[src/rtl/stopwatch_pkg.sv]
// ---------------------------------------------------------------------------
// stopwatch_pkg : shared states, 7-seg patterns and digit indices
// Rev 1.0
// ---------------------------------------------------------------------------
`default_nettype none

package stopwatch_pkg;

  typedef enum logic [1:0] {
    ST_IDLE  = 2'd0,
    ST_RUN   = 2'd1,
    ST_PAUSE = 2'd2,
    ST_LAP   = 2'd3
  } state_t;

  // Active-low, bit order {g,f,e,d,c,b,a}
  localparam logic [6:0] c_SEG_0     = 7'b1000000;
  localparam logic [6:0] c_SEG_1     = 7'b1111001;
  localparam logic [6:0] c_SEG_2     = 7'b0100100;
  localparam logic [6:0] c_SEG_3     = 7'b0110000;
  localparam logic [6:0] c_SEG_4     = 7'b0011001;
  localparam logic [6:0] c_SEG_5     = 7'b0010010;
  localparam logic [6:0] c_SEG_6     = 7'b0000010;
  localparam logic [6:0] c_SEG_7     = 7'b1111000;
  localparam logic [6:0] c_SEG_8     = 7'b0000000;
  localparam logic [6:0] c_SEG_9     = 7'b0010000;
  localparam logic [6:0] c_SEG_BLANK = 7'b1111111;

  localparam int c_IDX_C1  = 0;
  localparam int c_IDX_C10 = 1;
  localparam int c_IDX_S1  = 2;
  localparam int c_IDX_S10 = 3;
  localparam int c_IDX_M1  = 4;
  localparam int c_IDX_M10 = 5;

  function automatic logic [6:0] seg_decode(input logic [3:0] d);
    case (d)
      4'd0:    return c_SEG_0;
      4'd1:    return c_SEG_1;
      4'd2:    return c_SEG_2;
      4'd3:    return c_SEG_3;
      4'd4:    return c_SEG_4;
      4'd5:    return c_SEG_5;
      4'd6:    return c_SEG_6;
      4'd7:    return c_SEG_7;
      4'd8:    return c_SEG_8;
      4'd9:    return c_SEG_9;
      default: return c_SEG_BLANK;
    endcase
  endfunction

endpackage

`default_nettype wire

[src/rtl/stopwatch_ctrl_bcd_mod_digit.sv]
// ---------------------------------------------------------------------------
// bcd_mod_digit : one modulo-MOD BCD digit with synchronous clear
// Rev 1.0
// ---------------------------------------------------------------------------
`default_nettype none

module bcd_mod_digit #(
  parameter int MOD = 10
) (
  input  logic       clk,
  input  logic       rst,
  input  logic       clr,
  input  logic       inc,
  output logic [3:0] q,
  output logic       carry
);

  logic [3:0] q_q;

  always_ff @(posedge clk or posedge rst) begin
    if (rst) begin
      q_q <= 4'd0;
    end else if (clr) begin
      q_q <= 4'd0;
    end else if (inc) begin
      // >= keeps any stray out-of-range value from escaping the BCD range
      q_q <= (q_q >= 4'(MOD - 1)) ? 4'd0 : q_q + 4'd1;
    end
  end

  assign q     = q_q;
  assign carry = inc & (q_q == 4'(MOD - 1));

endmodule

`default_nettype wire

[src/rtl/stopwatch_ctrl.sv]
// ---------------------------------------------------------------------------
// stopwatch_ctrl : MM:SS.cc stopwatch with lap freeze and 6-digit 7-seg scan
// Rev 1.0
// ---------------------------------------------------------------------------
`default_nettype none

module stopwatch_ctrl
  import stopwatch_pkg::*;
#(
  parameter int MAX_MIN  = 59,
  parameter int N_DIGITS = 6
) (
  input  logic                clk,
  input  logic                rst,
  input  logic                tick_cs,
  input  logic                tick_scan,
  input  logic                btn_ss,
  input  logic                btn_lap,
  input  logic                btn_clr,
  output logic [23:0]         time_bcd,
  output logic                running,
  output logic                lap_active,
  output logic                wrap,
  output logic [6:0]          seg,
  output logic                dp,
  output logic [N_DIGITS-1:0] an
);

  state_t state_q, state_d;
  logic [23:0]         lap_q;
  logic [2:0]          idx_q, idx_d;
  logic                running_q, lap_active_q, wrap_q, dp_q;
  logic [6:0]          seg_q;
  logic [N_DIGITS-1:0] an_q;

  logic        w_adv, w_clear, w_lap_load, w_min_max, w_roll;
  logic        w_c0, w_c1, w_c2, w_c3, w_c4, w_c5;
  logic [23:0] w_cnt, w_disp;
  logic [3:0]  w_digit;

  assign w_adv     = tick_cs & ((state_q == ST_RUN) || (state_q == ST_LAP));
  assign w_min_max = ((int'(w_cnt[23:20]) * 10 + int'(w_cnt[19:16])) == MAX_MIN);
  // Minutes roll to 00 on the MAX_MIN compare rather than on digit moduli
  assign w_roll    = (w_c3 & w_min_max) | w_c5;

  bcd_mod_digit #(.MOD(10)) u_c1 (.clk(clk), .rst(rst), .clr(w_clear), .inc(w_adv),
                                  .q(w_cnt[3:0]),   .carry(w_c0));
  bcd_mod_digit #(.MOD(10)) u_c10 (.clk(clk), .rst(rst), .clr(w_clear), .inc(w_c0),
                                   .q(w_cnt[7:4]),   .carry(w_c1));
  bcd_mod_digit #(.MOD(10)) u_s1 (.clk(clk), .rst(rst), .clr(w_clear), .inc(w_c1),
                                  .q(w_cnt[11:8]),  .carry(w_c2));
  bcd_mod_digit #(.MOD(6)) u_s10 (.clk(clk), .rst(rst), .clr(w_clear), .inc(w_c2),
                                  .q(w_cnt[15:12]), .carry(w_c3));
  bcd_mod_digit #(.MOD(10)) u_m1 (.clk(clk), .rst(rst), .clr(w_clear | w_roll),
                                  .inc(w_c3 & ~w_min_max),
                                  .q(w_cnt[19:16]), .carry(w_c4));
  bcd_mod_digit #(.MOD(MAX_MIN / 10 + 1)) u_m10 (.clk(clk), .rst(rst), .clr(w_clear | w_roll),
                                                 .inc(w_c4),
                                                 .q(w_cnt[23:20]), .carry(w_c5));

  always_comb begin
    state_d    = state_q;
    w_clear    = 1'b0;
    w_lap_load = 1'b0;
    case (state_q)
      ST_IDLE: begin
        if (btn_ss) state_d = ST_RUN;
      end
      ST_RUN: begin
        if (btn_ss) begin
          state_d = ST_PAUSE;
        end else if (btn_lap) begin
          state_d    = ST_LAP;
          w_lap_load = 1'b1;
        end
      end
      ST_LAP: begin
        if (btn_ss)       state_d = ST_PAUSE;
        else if (btn_lap) state_d = ST_RUN;
      end
      ST_PAUSE: begin
        if (btn_clr) begin
          state_d = ST_IDLE;
          w_clear = 1'b1;
        end else if (btn_ss) begin
          state_d = ST_RUN;
        end
      end
      default: state_d = ST_IDLE;
    endcase
  end

  always_comb begin
    idx_d = idx_q;
    if (tick_scan) idx_d = (idx_q == 3'd5) ? 3'd0 : idx_q + 3'd1;
  end

  assign w_disp  = (state_q == ST_LAP) ? lap_q : w_cnt;
  assign w_digit = w_disp[{idx_d, 2'b00} +: 4];

  always_ff @(posedge clk or posedge rst) begin
    if (rst) begin
      state_q      <= ST_IDLE;
      lap_q        <= 24'd0;
      idx_q        <= 3'd0;
      running_q    <= 1'b0;
      lap_active_q <= 1'b0;
      wrap_q       <= 1'b0;
      an_q         <= {{(N_DIGITS-1){1'b1}}, 1'b0};
      seg_q        <= c_SEG_0;
      dp_q         <= 1'b1;
    end else begin
      state_q      <= state_d;
      if (w_lap_load) lap_q <= w_cnt;
      idx_q        <= idx_d;
      running_q    <= (state_d == ST_RUN) || (state_d == ST_LAP);
      lap_active_q <= (state_d == ST_LAP);
      wrap_q       <= w_roll;
      an_q         <= ~(N_DIGITS'(1) << idx_d);
      seg_q        <= seg_decode(w_digit);
      dp_q         <= !((idx_d == 3'(c_IDX_S1)) || (idx_d == 3'(c_IDX_M1)));
    end
  end

  assign time_bcd   = w_cnt;
  assign running    = running_q;
  assign lap_active = lap_active_q;
  assign wrap       = wrap_q;
  assign seg        = seg_q;
  assign dp         = dp_q;
  assign an         = an_q;

endmodule

`default_nettype wire

[config.mk]
export PLATFORM = sky130hd
export DESIGN_NAME = stopwatch_ctrl
export DESIGN_NICKNAME = d
export VERILOG_FILES = /design/src/rtl/stopwatch_pkg.sv /design/src/rtl/stopwatch_ctrl_bcd_mod_digit.sv /design/src/rtl/stopwatch_ctrl.sv
export SDC_FILE = /design/constraint.sdc
export NUM_CORES = 1
export LEC_CHECK = 0
export BUFFER_PORTS_ARGS = -buffer_cell sky130_fd_sc_hd__buf_2
export CAP_MARGIN = 40
export CORE_MARGIN = 2
export CORE_UTILIZATION = 60
export CTS_CLUSTER_DIAMETER = 120
export DETAILED_ROUTE_END_ITERATION = 6
export GPL_ROUTABILITY_DRIVEN = 0
export PLACE_DENSITY = 0.89
export SYNTH_ARGS = -nofsm -noshare
export SYNTH_HDL_FRONTEND = slang
export SYNTH_SLANG_ARGS = --single-unit
[constraint.sdc]
create_clock -name clk -period 5.21 [get_ports clk]
set_input_delay 0.7815 -clock clk [delete_from_list [all_inputs] [get_ports clk]]
set_output_delay 0.7815 -clock clk [all_outputs]
set_load 0.02 [all_outputs]
### After elaboration in Yosys (flattened, before gate mapping)

Memory sizes are Yosys's and may differ from the RTL's. A register that Yosys moved wholly into a read port is not among the register bits.
Cells that the tools add are included.

| word-level totals | value |
|---|---|
| flip-flop bits (word level) | 63 |
| memory bits (read-only) | 112 |
| word-level logic and storage cells | 104 |
| memories | 1 |

Memories:

| name | depth | width | read ports | clocked after Yosys merged registers in | wr ports | RTL line | RTL |
|---|---|---|---|---|---|---|---|
| (no name shown) | 16 | 7 | 1 | 1 | 0 | stopwatch_pkg.sv:37 | `case (d)` |

| operators by class | value |
|---|---|
| $add $sub $neg | 8 |
| multipliers | 1 |
| magnitude comparators | 6 |
| eq/ne operators | 15 |
| shift-type cells | 2 |
| mux-type cells | 33 |
| bitwise operators | 13 |
| reductions and logical operators | 11 |

Operators by type and width:

| kind | number |
|---|---|
| $mux W4 | 18 |
| $add A4 B1 Y4 const B | 6 |
| $mux W24 | 1 |
| $shiftx A24 B6 Y4 | 1 |
| $eq A4 B4 Y1 const B | 4 |
| $ge A4 B4 Y1 const B | 4 |
| $mux W2 | 6 |
| $reduce_bool A2 Y1 | 6 |
| $add A8 B4 Y9 | 1 |
| $and A1 B1 Y1 | 9 |
| $eq A9 B6 Y1 const B | 1 |
| $eq A4 B3 Y1 const B | 2 |
| $ge A4 B3 Y1 const B | 2 |
| $pmux W2 S4 | 1 |
| $mul A4 B3 Y7 const B | 1 |
| $eq A2 B2 Y1 const B | 3 |
| $eq A3 B3 Y1 const B | 2 |
| $mux W3 | 2 |
| $not A6 Y6 | 1 |
| $shl A1 B3 Y6 const A | 1 |
| $mux W1 | 5 |
| $eq A2 B1 Y1 const B | 2 |
| $add A3 B1 Y3 const B | 1 |
| $eq A3 B2 Y1 const B | 1 |
| other kinds (5) | 8 |

### Depth between registers and ports, before layout

Gate-level depths: netlist (run 1).

| logic depth | value |
|---|---|
| depth after elaboration | 13 |
| mapped depth | 12 |
| depth with buffers taken out | 10 |

### Hierarchy

A second synthesis (run 1) with hierarchy kept.

| second synthesis, totals | value |
|---|---|
| cell total of the unflattened synthesis | 372 |
| area, all modules | 4259.1 µm² |

Modules (own cells, without submodules):

| module | instances | cells an instance | area an instance (µm²) | sequential area each (µm²) |
|---|---|---|---|---|
| stopwatch_ctrl | 1 | 202 | 2567.5 | 1159.9 |
| bcd_mod_digit (u_c1 ...) | 4 | 29 | 281.5 | 100.1 |
| bcd_mod_digit (u_m10 ...) | 2 | 27 | 282.8 | 100.1 |

### Least setup slack after synthesis (run 1)

OpenSTA, ideal clock, no wires.

| path | value |
|---|---|
| path kind | reg-to-reg |
| start | reg u_m10.q_q[1] (netlist: u_m10.q[1]) |
| end | reg u_m10.q_q[2] (netlist: u_m10.q[2]) |
| library setup time | 0.130 ns |
| arrival time | 2.609 ns |
| required time | 5.080 ns |
| slack | 2.471 ns |
| cell stages (with the launch flop) | 9 |
| buffers on the path | 0 |
| cell sequence | dfrtp_1 ha_1 ha_1 fa_1 or2_2 a211oi_1 nand2_1 a31oi_4 o21ai_0 |

| between the ends | value |
|---|---|
| word-level cells in the longest chain between the ends | 10 |
| elaborated cells on any way between the ends | 17 |
| those cells by class | add/sub (2); mul (1); order compare (1); eq/ne (2); mux (3); bitwise (7); reduce/logical (1) |

Ends and longest elaborated chain:

| item | RTL line | RTL |
|---|---|---|
| start: declaration | stopwatch_ctrl_bcd_mod_digit.sv:18 | `logic [3:0] q_q;` |
| start signal: assignment | stopwatch_ctrl_bcd_mod_digit.sv:27 | `q_q <= (q_q >= 4'(MOD - 1)) ? 4'd0 : q_q + 4'd1;` |
| $mul A4 B3 Y7 | stopwatch_ctrl.sv:42 | `assign w_min_max = ((int'(w_cnt[23:20]) * 10 + int'(w_cnt[19:16])) == MAX_MIN);` |
| $add A8 B4 Y9 | stopwatch_ctrl.sv:42 |  |
| $eq A9 B6 Y1 | stopwatch_ctrl.sv:42 |  |
| $not A1 Y1 | stopwatch_ctrl.sv:55 | `.inc(w_c3 & ~w_min_max),` |
| $and A1 B1 Y1 | stopwatch_ctrl.sv:55 |  |
| $and A1 B1 Y1 (2 in series) | stopwatch_ctrl_bcd_mod_digit.sv:32 | `assign carry = inc & (q_q == 4'(MOD - 1));` |
| $or A1 B1 Y1 | stopwatch_ctrl.sv:44 | `assign w_roll = (w_c3 & w_min_max) \| w_c5;` |
| $or A1 B1 Y1 | stopwatch_ctrl.sv:57 | `bcd_mod_digit #(.MOD(MAX_MIN / 10 + 1)) u_m10 (.clk(clk), .rst(rst), .clr(w_clear \| w_roll),` |
| $mux W4 / $reduce_bool A2 Y1 (equally long branches) | -- |  |

Several ways; a longest one is shown, not always the timed one. The select of a mux whose other input is x is not followed.
A chain may end at the register's enable or synchronous reset.

### Final worst setup path (run 1)

| path | value |
|---|---|
| start | reg state_q[0] |
| end | reg seg_q[3] (netlist: seg[3]) |

| between the ends | value |
|---|---|
| word-level cells in the longest chain between the ends | 3 |

Ends and longest elaborated chain:

| item | RTL line | RTL |
|---|---|---|
| start: declaration | stopwatch_ctrl.sv:29 | `state_t state_q, state_d;` |
| start signal: assignment | stopwatch_ctrl.sv:113 | `state_q <= state_d;` |
| $eq A2 B2 Y1 | stopwatch_ctrl.sv:98 | `assign w_disp = (state_q == ST_LAP) ? lap_q : w_cnt;` |
| $mux W24 | stopwatch_ctrl.sv:98 |  |
| $shiftx A24 B6 Y4 | stopwatch_ctrl.sv:99 | `assign w_digit = w_disp[{idx_d, 2'b00} +: 4];` |
| end: declaration | stopwatch_ctrl.sv:33 | `logic [6:0] seg_q;` |

Every way passes these cells.

==> results of run 1 <==
[where the power goes]
| group | switching, mW | internal, mW | total (mW) |
|---|---|---|---|
| Combinational | 0.550 | 0.395 | 0.945 |
| Clock | 0.207 | 0.267 | 0.474 |
| Sequential | 0.153 | 0.683 | 0.835 |
| Total | 0.909 | 1.34 | 2.25 |
[cell usage after synthesis (all sizes together) (3+ instances only)]
library cell	number
or3	4
nor2	25
a31oi	3
mux2i	18
o22ai	10
nor3	7
nor2b	6
and2	4
nand2b	3
clkbuf	7
o21ai	15
xnor2	4
mux4	4
mux2	27
xor2	3
inv	28
or2	4
nand3	11
dfrtp	63
dfstp	7
buf	9
nand2	20
ha	30
nor3b	4
a211oi	4
nand3b	3
a21o	6
a21oi	22
[flip-flops by register name (all words and copies together) (netlist names)]
| name | flops |
|---|---|
| dp | 1 |
| u_s10.q | 4 |
| u_c10.q | 4 |
| an | 6 |
| u_m1.q | 4 |
| wrap | 1 |
| u_c1.q | 4 |
| idx_q | 3 |
| seg | 7 |
| u_m10.q | 4 |
| lap_q | 24 |
| state_q | 2 |
| u_s1.q | 4 |
| lap_active | 1 |
| running | 1 |
[per-stage QoR]
stage	worst slack (ps)	instance area, um2
2_1_floorplan	2470	4020
6_report	2140	4540
3_3_place_gp	1870	4290
3_5_place_dp	2140	4330
5_1_grt	1920	4540
4_1_cts	2140	4540
[how the worst max path moves through the flow]
stage	end	slack, ps	cells past startpoint
finish	seg[3]	2140	8
floorplan	u_m10.q[2]	2470	8
global placement	seg[6]	1870	6
global route	seg[6]	1920	8
detailed placement	seg[6]	2140	8
CTS	seg[6]	2140	8
[routing by layer]
metal	wire length, um	up-vias
met4	184	0
met5	0	-
met3	408	14
met2	4170	120
li1	-	1434
met1	3790	1526
[cells by family after synthesis]
| group | Yosys count |
|---|---|
| xor gates and xnor gates | 7 |
| AOI/OAI and AO/OA | 73 |
| buffers and inverters | 44 |
| adders and majority gates | 32 |
| muxes | 49 |
| DFF | 70 |
| and+or+nand+nor | 101 |
[worst max-delay path: cells and delay by family, from the launching register on]
family	cells	cell delay, ps
flip-flops	1	500
AO/OA/AOI/OAI	3	680
buffers and inverters	2	520
AND/OR/NAND/NOR	2	890
multiplexers	1	340
[area by class of cell]
type                       instances  area [um2]
clock buffer                       9         124
clock inverter                     7        88.8
fill                             433        1880
inverter                          28         105
multi-input combinational        262        2070
sequential                        70        1760
tap                               77        96.3
timing repair buffer              53         290
[layout by cell type, fill, tap and decap left out, types with 3 or more instances in the layout]
cell type | synthesis | final
nand2_1 | 18 | 18
nor2_1 | 25 | 25
nor3_1 | 7 | 7
dfrtp_1 | 63 | 63
or2_2 | 3 | 3
nand2b_1 | 3 | 3
nor2b_1 | 6 | 6
xor2_1 | 3 | 3
xnor2_1 | 4 | 4
mux4_2 | 4 | 4
nor3b_1 | 4 | 4
clkbuf_8 | 0 | 9
ha_1 | 30 | 30
nand3b_1 | 3 | 3
dfstp_2 | 7 | 7
a21oi_1 | 20 | 20
a21o_1 | 6 | 6
mux2i_1 | 18 | 18
buf_2 | 5 | 49
o21ai_0 | 15 | 15
a211oi_1 | 4 | 4
o22ai_1 | 10 | 10
mux2_2 | 27 | 27
inv_1 | 27 | 26
or3_1 | 4 | 4
nand3_1 | 11 | 11
clkinv_2 | 0 | 4
==> impl_metrics.env, run 1 <==
export IMPL_die_area_um2=7370
export IMPL_grt_pass1_vias=2896
export IMPL_path_cells="nand2_1 > buf_8 > mux2_2 > a222oi_1 > o21ai_0 > buf_2 > nor3_1 > a311oi_1"
export IMPL_async_set_reset_flop_share_out_of_synthesis=1.00
export IMPL_post_synth_num_cell_types=57
export IMPL_drive_above_1_share=0.280
export IMPL_p_total_mw=2.25
export IMPL_static_leakage_power_nw=2.21
export IMPL_startpoint="state_q[0]"
export IMPL_postCtsSetupRepairBufs=0
export IMPL_synth_seq_cells=70
export IMPL_max_slew_margin_rel=0.420
export IMPL_capture_point_of_the_worst_reg_to_reg_path="seg[3]"
export IMPL_routed_wirelength_mm=8.56
export IMPL_use_met1=0.335
export IMPL_hold_bufs_inserted_after_cts=0
export IMPL_share_of_synthesized_cell_area_in_full_adder_half_adder_and_majority_cells=0.103
export IMPL_min_from="lap_q[19]"
export IMPL_grt_ovf=0
export IMPL_setup_tns_ps=0
export IMPL_global_route_usage_met2=0.397
export IMPL_clkSinkCount=70
export IMPL_worst_r2r_cell_count=8
export IMPL_post_synth_top_area_fraction=0.392
export IMPL_routed_via_density=6.11
export IMPL_synth_net_count=415
export IMPL_timing_final_crit_period_ps=3070
export IMPL_grt_busiest_layer="met2"
export IMPL_run_status="finished with violations"
export IMPL_layoutNonFillerInstCount=506
export IMPL_critical_path_startpoint_type="flop"
export IMPL_h_tree_depth=3
export IMPL_critPathMaxStageDelay_ps=520
export IMPL_placedCellCount=490
export IMPL_synth_edff_count=0
export IMPL_drt_first_pass_iters=7
export IMPL_rows=29
export IMPL_synth_largest_area_cell="dfrtp_1"
export IMPL_wire_per_inst_um=16.9
export IMPL_cts_max_path_buffers=2
export IMPL_die_h_um=85.9
export IMPL_vdd_ir_drop_max_mv=0.275
export IMPL_hold_path_end="lap_q[19]"
export IMPL_rsz_0062_raised_after_global_routing="false"
export IMPL_detailed_place_hpwl_mm=5.94
export IMPL_cts_root_buf="clkbuf_8"
export IMPL_tritoncts="built"
export IMPL_synthesis_to_layout_area_growth_pct=12.8
export IMPL_final_antenna_net_count=0
export IMPL_worstHoldPathType="reg2reg"
export IMPL_final_core_utilization=0.707
export IMPL_clock_skew_final_ps=9.13
export IMPL_chipWidth_um=85.9
export IMPL_share_of_the_clock_period_used_by_the_worst_path_after_layout=0.589
export IMPL_yosys_mux_area_fraction=0.143
export IMPL_synthesis_area_per_instance_um2=10.7
export IMPL_tritoncts_num_buffers=9
export IMPL_grt_use_met3=0.0337
export IMPL_regToRegStartpoint="state_q[0]"
export IMPL_timing_critical_path_fanout_max=11
export IMPL_synth_yosys_seq_area_share=0.438
export IMPL_timing_critical_path_slowest_stage_cell="nand2_1"
export IMPL_timing_max_cap_violations=0
export IMPL_drc=3
export IMPL_final_setup_viol_count=0
export IMPL_syn_area_um2=4020
export IMPL_final_hold_violation_count=0
export IMPL_synth_top_family_by_area="multiplexers"
export IMPL_worstPathRequired_ps=5420
export IMPL_insertion_delay_ps=340
export IMPL_timing_hold_ws_ps=509
export IMPL_diodes=0
export IMPL_grt_start_max_net_pins=71
export IMPL_cts_clk_slew_worst_paths_ps=80
export IMPL_worst_setup_path_type="reg2reg"
export IMPL_critical_path_capture_point_type="flop"
export IMPL_synthSimpleGateAreaFrac=0.133
export IMPL_max_slew_worst_pin_slew_ps=870
export IMPL_route_vias_total=3094
export IMPL_drt_iter0_markers=168
export IMPL_core_area_um2=6420
export IMPL_regToRegSetupSlack_ps=2140
export IMPL_synth_xor_area_share=0.0152
export IMPL_postCtsResizedCells=0
export IMPL_antenna_violations_before_repair=0
export IMPL_crit_arrival_ps=3280
export IMPL_violations="design-rule violations"
export IMPL_grt_use_total=0.246
export IMPL_yosys_most_used_dff="dfrtp_1"
export IMPL_synth_warning_count=0
export IMPL_slew_violations=0
export IMPL_grt_first_pass_wirelength_mm=14.2
export IMPL_power_per_cell_area_nw_per_um2=497
export IMPL_floorplan_initialDensity=0.626
export IMPL_peak_freq_mhz=326
export IMPL_placement_io_buffers=47
export IMPL_synthesis_instances=376
export IMPL_design_final_nets=463
export IMPL_synth_compound_area_frac=0.121
export IMPL_top_level_ports=48
export IMPL_synth_area_top_cells="dfrtp_1, ha_1, mux2_2, dfstp_2, mux2i_1"
export IMPL_whs_path_depth=1
Note: power is estimated with default switching activity, not from simulation.
==> run 2: changes to the inputs <==
- ABC_AREA: unset -> 1
- CORE_UTILIZATION: 60 -> 53
- PLACE_DENSITY: 0.89 -> 0.83
- clock period: 5.21 -> 2.7 ns (I/O delays scaled with it)
==> impl_metrics.env, run 2 <==
export IMPL_hold_bufs_inserted_after_cts=0
export IMPL_drt_first_pass_iters=5
export IMPL_critical_path_startpoint_type="flop"
export IMPL_detailed_place_hpwl_mm=6.48
export IMPL_synth_area_top_cells="dfrtp_1, nand2_1, ha_1, nand3_1, inv_1"
export IMPL_netSwitchingFraction=0.441
export IMPL_grt_ovf=0
export IMPL_intPower_mw=2.41
export IMPL_synth_warning_count=0
export IMPL_placement_io_buffers=47
export IMPL_worst_setup_path_type="reg2reg"
export IMPL_synth_top_family_by_area="simple AND/OR/NAND/NOR gates"
export IMPL_regMostFlops="lap_q"
export IMPL_wire_per_inst_um=13.5
export IMPL_drt_iter0_markers=362
export IMPL_postCtsResizedCells=0
export IMPL_antenna_violations_before_repair=0
export IMPL_diodes=0
export IMPL_grt_pass1_vias=3466
export IMPL_synth_compound_area_frac=0.110
export IMPL_postCtsSetupRepairBufs=0
export IMPL_grt_start_max_net_pins=26
export IMPL_regToRegStartpoint="u_m10.q[1]"
export IMPL_yosys_most_used_dff="dfrtp_1"
export IMPL_layoutNonFillerInstCount=686
export IMPL_cts_max_path_buffers=2
export IMPL_regToRegSetupSlack_ps=210
export IMPL_final_setup_viol_count=0
export IMPL_timing_critical_path_slowest_stage_cell="fa_1"
export IMPL_route_vias_total=3668
export IMPL_synthesis_instances=529
export IMPL_die_h_um=93.1
export IMPL_mostFrequentLayoutCell="nand2_1"
export IMPL_worst_r2r_cell_count=10
export IMPL_clock_skew_final_ps=8.02
export IMPL_critical_path_capture_point_type="flop"
export IMPL_timing_final_crit_period_ps=2490
export IMPL_design_final_nets=618
export IMPL_power_clock_fraction=0.199
export IMPL_top_level_ports=48
export IMPL_rows=32
export IMPL_placedCellCount=670
export IMPL_critPathMaxStageDelay_ps=490
export IMPL_path_cells="ha_1 > ha_1 > fa_1 > nand4_1 > nor2_1 > nand4_1 > nand2_1 > nand2_1 > nand2_1 > a21oi_1"
export IMPL_switching_power_mw=1.90
export IMPL_post_synth_num_cell_types=38
export IMPL_synth_largest_area_cell="dfrtp_1"
export IMPL_clkSinkCount=70
export IMPL_worstHoldPathType="in2async"
export IMPL_async_set_reset_flop_share_out_of_synthesis=1.00
export IMPL_yosys_mux_area_fraction=0.00268
export IMPL_synth_seq_cells=70
export IMPL_slew_violations=0
export IMPL_grt_first_pass_wirelength_mm=15.8
export IMPL_synth_net_count=568
export IMPL_comb_power_share=0.428
export IMPL_final_core_utilization=0.612
export IMPL_crit_arrival_ps=2720
export IMPL_power_sequential_fraction=0.373
export IMPL_max_slew_worst_pin_slew_ps=575
export IMPL_vdd_ir_drop_max_mv=0.596
export IMPL_synth_most_common_cell="nand2_1"
export IMPL_timing_critical_path_fanout_max=8
export IMPL_leading_cell_types_by_count_after_synthesis="nand2_1, dfrtp_1, inv_1"
export IMPL_power_per_cell_area_nw_per_um2=917
export IMPL_die_area_um2=8660
export IMPL_final_hold_violation_count=0
export IMPL_max_slew_margin_rel=0.613
export IMPL_rsz_0062_raised_after_global_routing="false"
export IMPL_worstPathRequired_ps=2930
export IMPL_p_total_mw=4.32
export IMPL_static_leakage_power_nw=2.49
export IMPL_synth_yosys_seq_area_share=0.419
export IMPL_final_cell_mix="nand2_1, dfrtp_1, inv_1"
export IMPL_cts_root_buf="clkbuf_8"
export IMPL_grt_use_total=0.229
export IMPL_routed_wirelength_mm=9.24
export IMPL_critical_path_top_cell_by_count="nand2_1"
export IMPL_chipWidth_um=93.1
export IMPL_share_of_synthesized_cell_area_in_full_adder_half_adder_and_majority_cells=0.0988
export IMPL_post_synth_top_area_fraction=0.375
export IMPL_finalWorstSetupSlack_ps=208
export IMPL_synthSimpleGateAreaFrac=0.271
export IMPL_final_antenna_net_count=0
export IMPL_tritoncts="built"
export IMPL_peak_freq_mhz=401
export IMPL_max_reg_flops=24
export IMPL_fillerInstances=669
export IMPL_floorplan_initialDensity=0.547
export IMPL_core_area_um2=7690
export IMPL_synthesis_to_layout_area_growth_pct=12.0
export IMPL_syn_area_um2=4200
export IMPL_capture_point_of_the_worst_reg_to_reg_path="u_m1.q[1]"
export IMPL_timing_max_cap_violations=0
export IMPL_setup_tns_ps=0
export IMPL_share_of_the_clock_period_used_by_the_worst_path_after_layout=0.923
export IMPL_startpoint="u_m10.q[1]"
export IMPL_place_ws_ps=235
export IMPL_drc=0
export IMPL_tritoncts_num_buffers=9
export IMPL_routed_via_density=5.35
export IMPL_drive_above_1_share=0.190
export IMPL_run_status="complete, no violations"
export IMPL_cts_clk_slew_worst_paths_ps=80
export IMPL_synthesis_area_per_instance_um2=7.94
export IMPL_h_tree_depth=3
export IMPL_synth_xor_area_share=0.0125
export IMPL_synth_edff_count=0
export IMPL_insertion_delay_ps=350
run 2: cells by family (layout without fill, tap and decap cells):
kind of cell | Yosys count | in the layout
mux | 1 | 1
fa+ha+maj | 32 | 32
buf+inv | 77 | 132
flops | 70 | 70
compound gates | 81 | 81
xor+xnor | 6 | 6
simple gates | 262 | 262
run 2: per-layer routing:
metal	up-vias	wire, um	global-route usage
met2	129	4470	0.377
met5	-	0	0
met4	0	155	0.0821
met1	1713	4060	0.297
met3	14	550	0.0524
li1	1812	-	-
run 2: cell type report:
cell class | count | area (um2) | area share
multi-input cells | 382 | 2080 | 0.442
flip-flops and latches | 70 | 1760 | 0.374
repair buffers | 56 | 303 | 0.0643
inverters | 60 | 234 | 0.0497
clock buffers | 10 | 138 | 0.0292
well taps | 102 | 128 | 0.0271
clock inverters | 6 | 61.3 | 0.0130
run 2: power by group through the flow:
stage	clock (mW)	sequential [mW]	combinational, mW
finish	0.859	1.61	1.85
global route	0.925	1.65	2.07
CTS	0.865	1.61	1.83
detailed placement	0	1.62	1.81
global placement	0	1.61	1.75
floorplan	0	1.80	1.21
run 2: metrics by stage:
step	area [um2]	hold WS [ps]
after floorplan	4200	434
after global placement	4510	464
after detailed placement	4510	472
after CTS	4710	97.3
after global routing	4710	117
final	4710	82.8
run 2: critical path, delay by kind of cell, from the launching register on:
kind	cells	cell delay, ps
flops	1	460
compound gates	1	70
simple gates	6	800
fa+ha+maj	3	1050
run 2: how the worst max path moves through the flow:
stage               depth (start not counted)         end  slack, ps
floorplan                                  10  u_m10.q[3]        370
global placement                           10   u_m1.q[2]        340
detailed placement                         10  u_m10.q[1]        240
CTS                                        10  u_m10.q[1]        220
global route                               10  u_m10.q[0]         80
finish                                     10   u_m1.q[1]        210
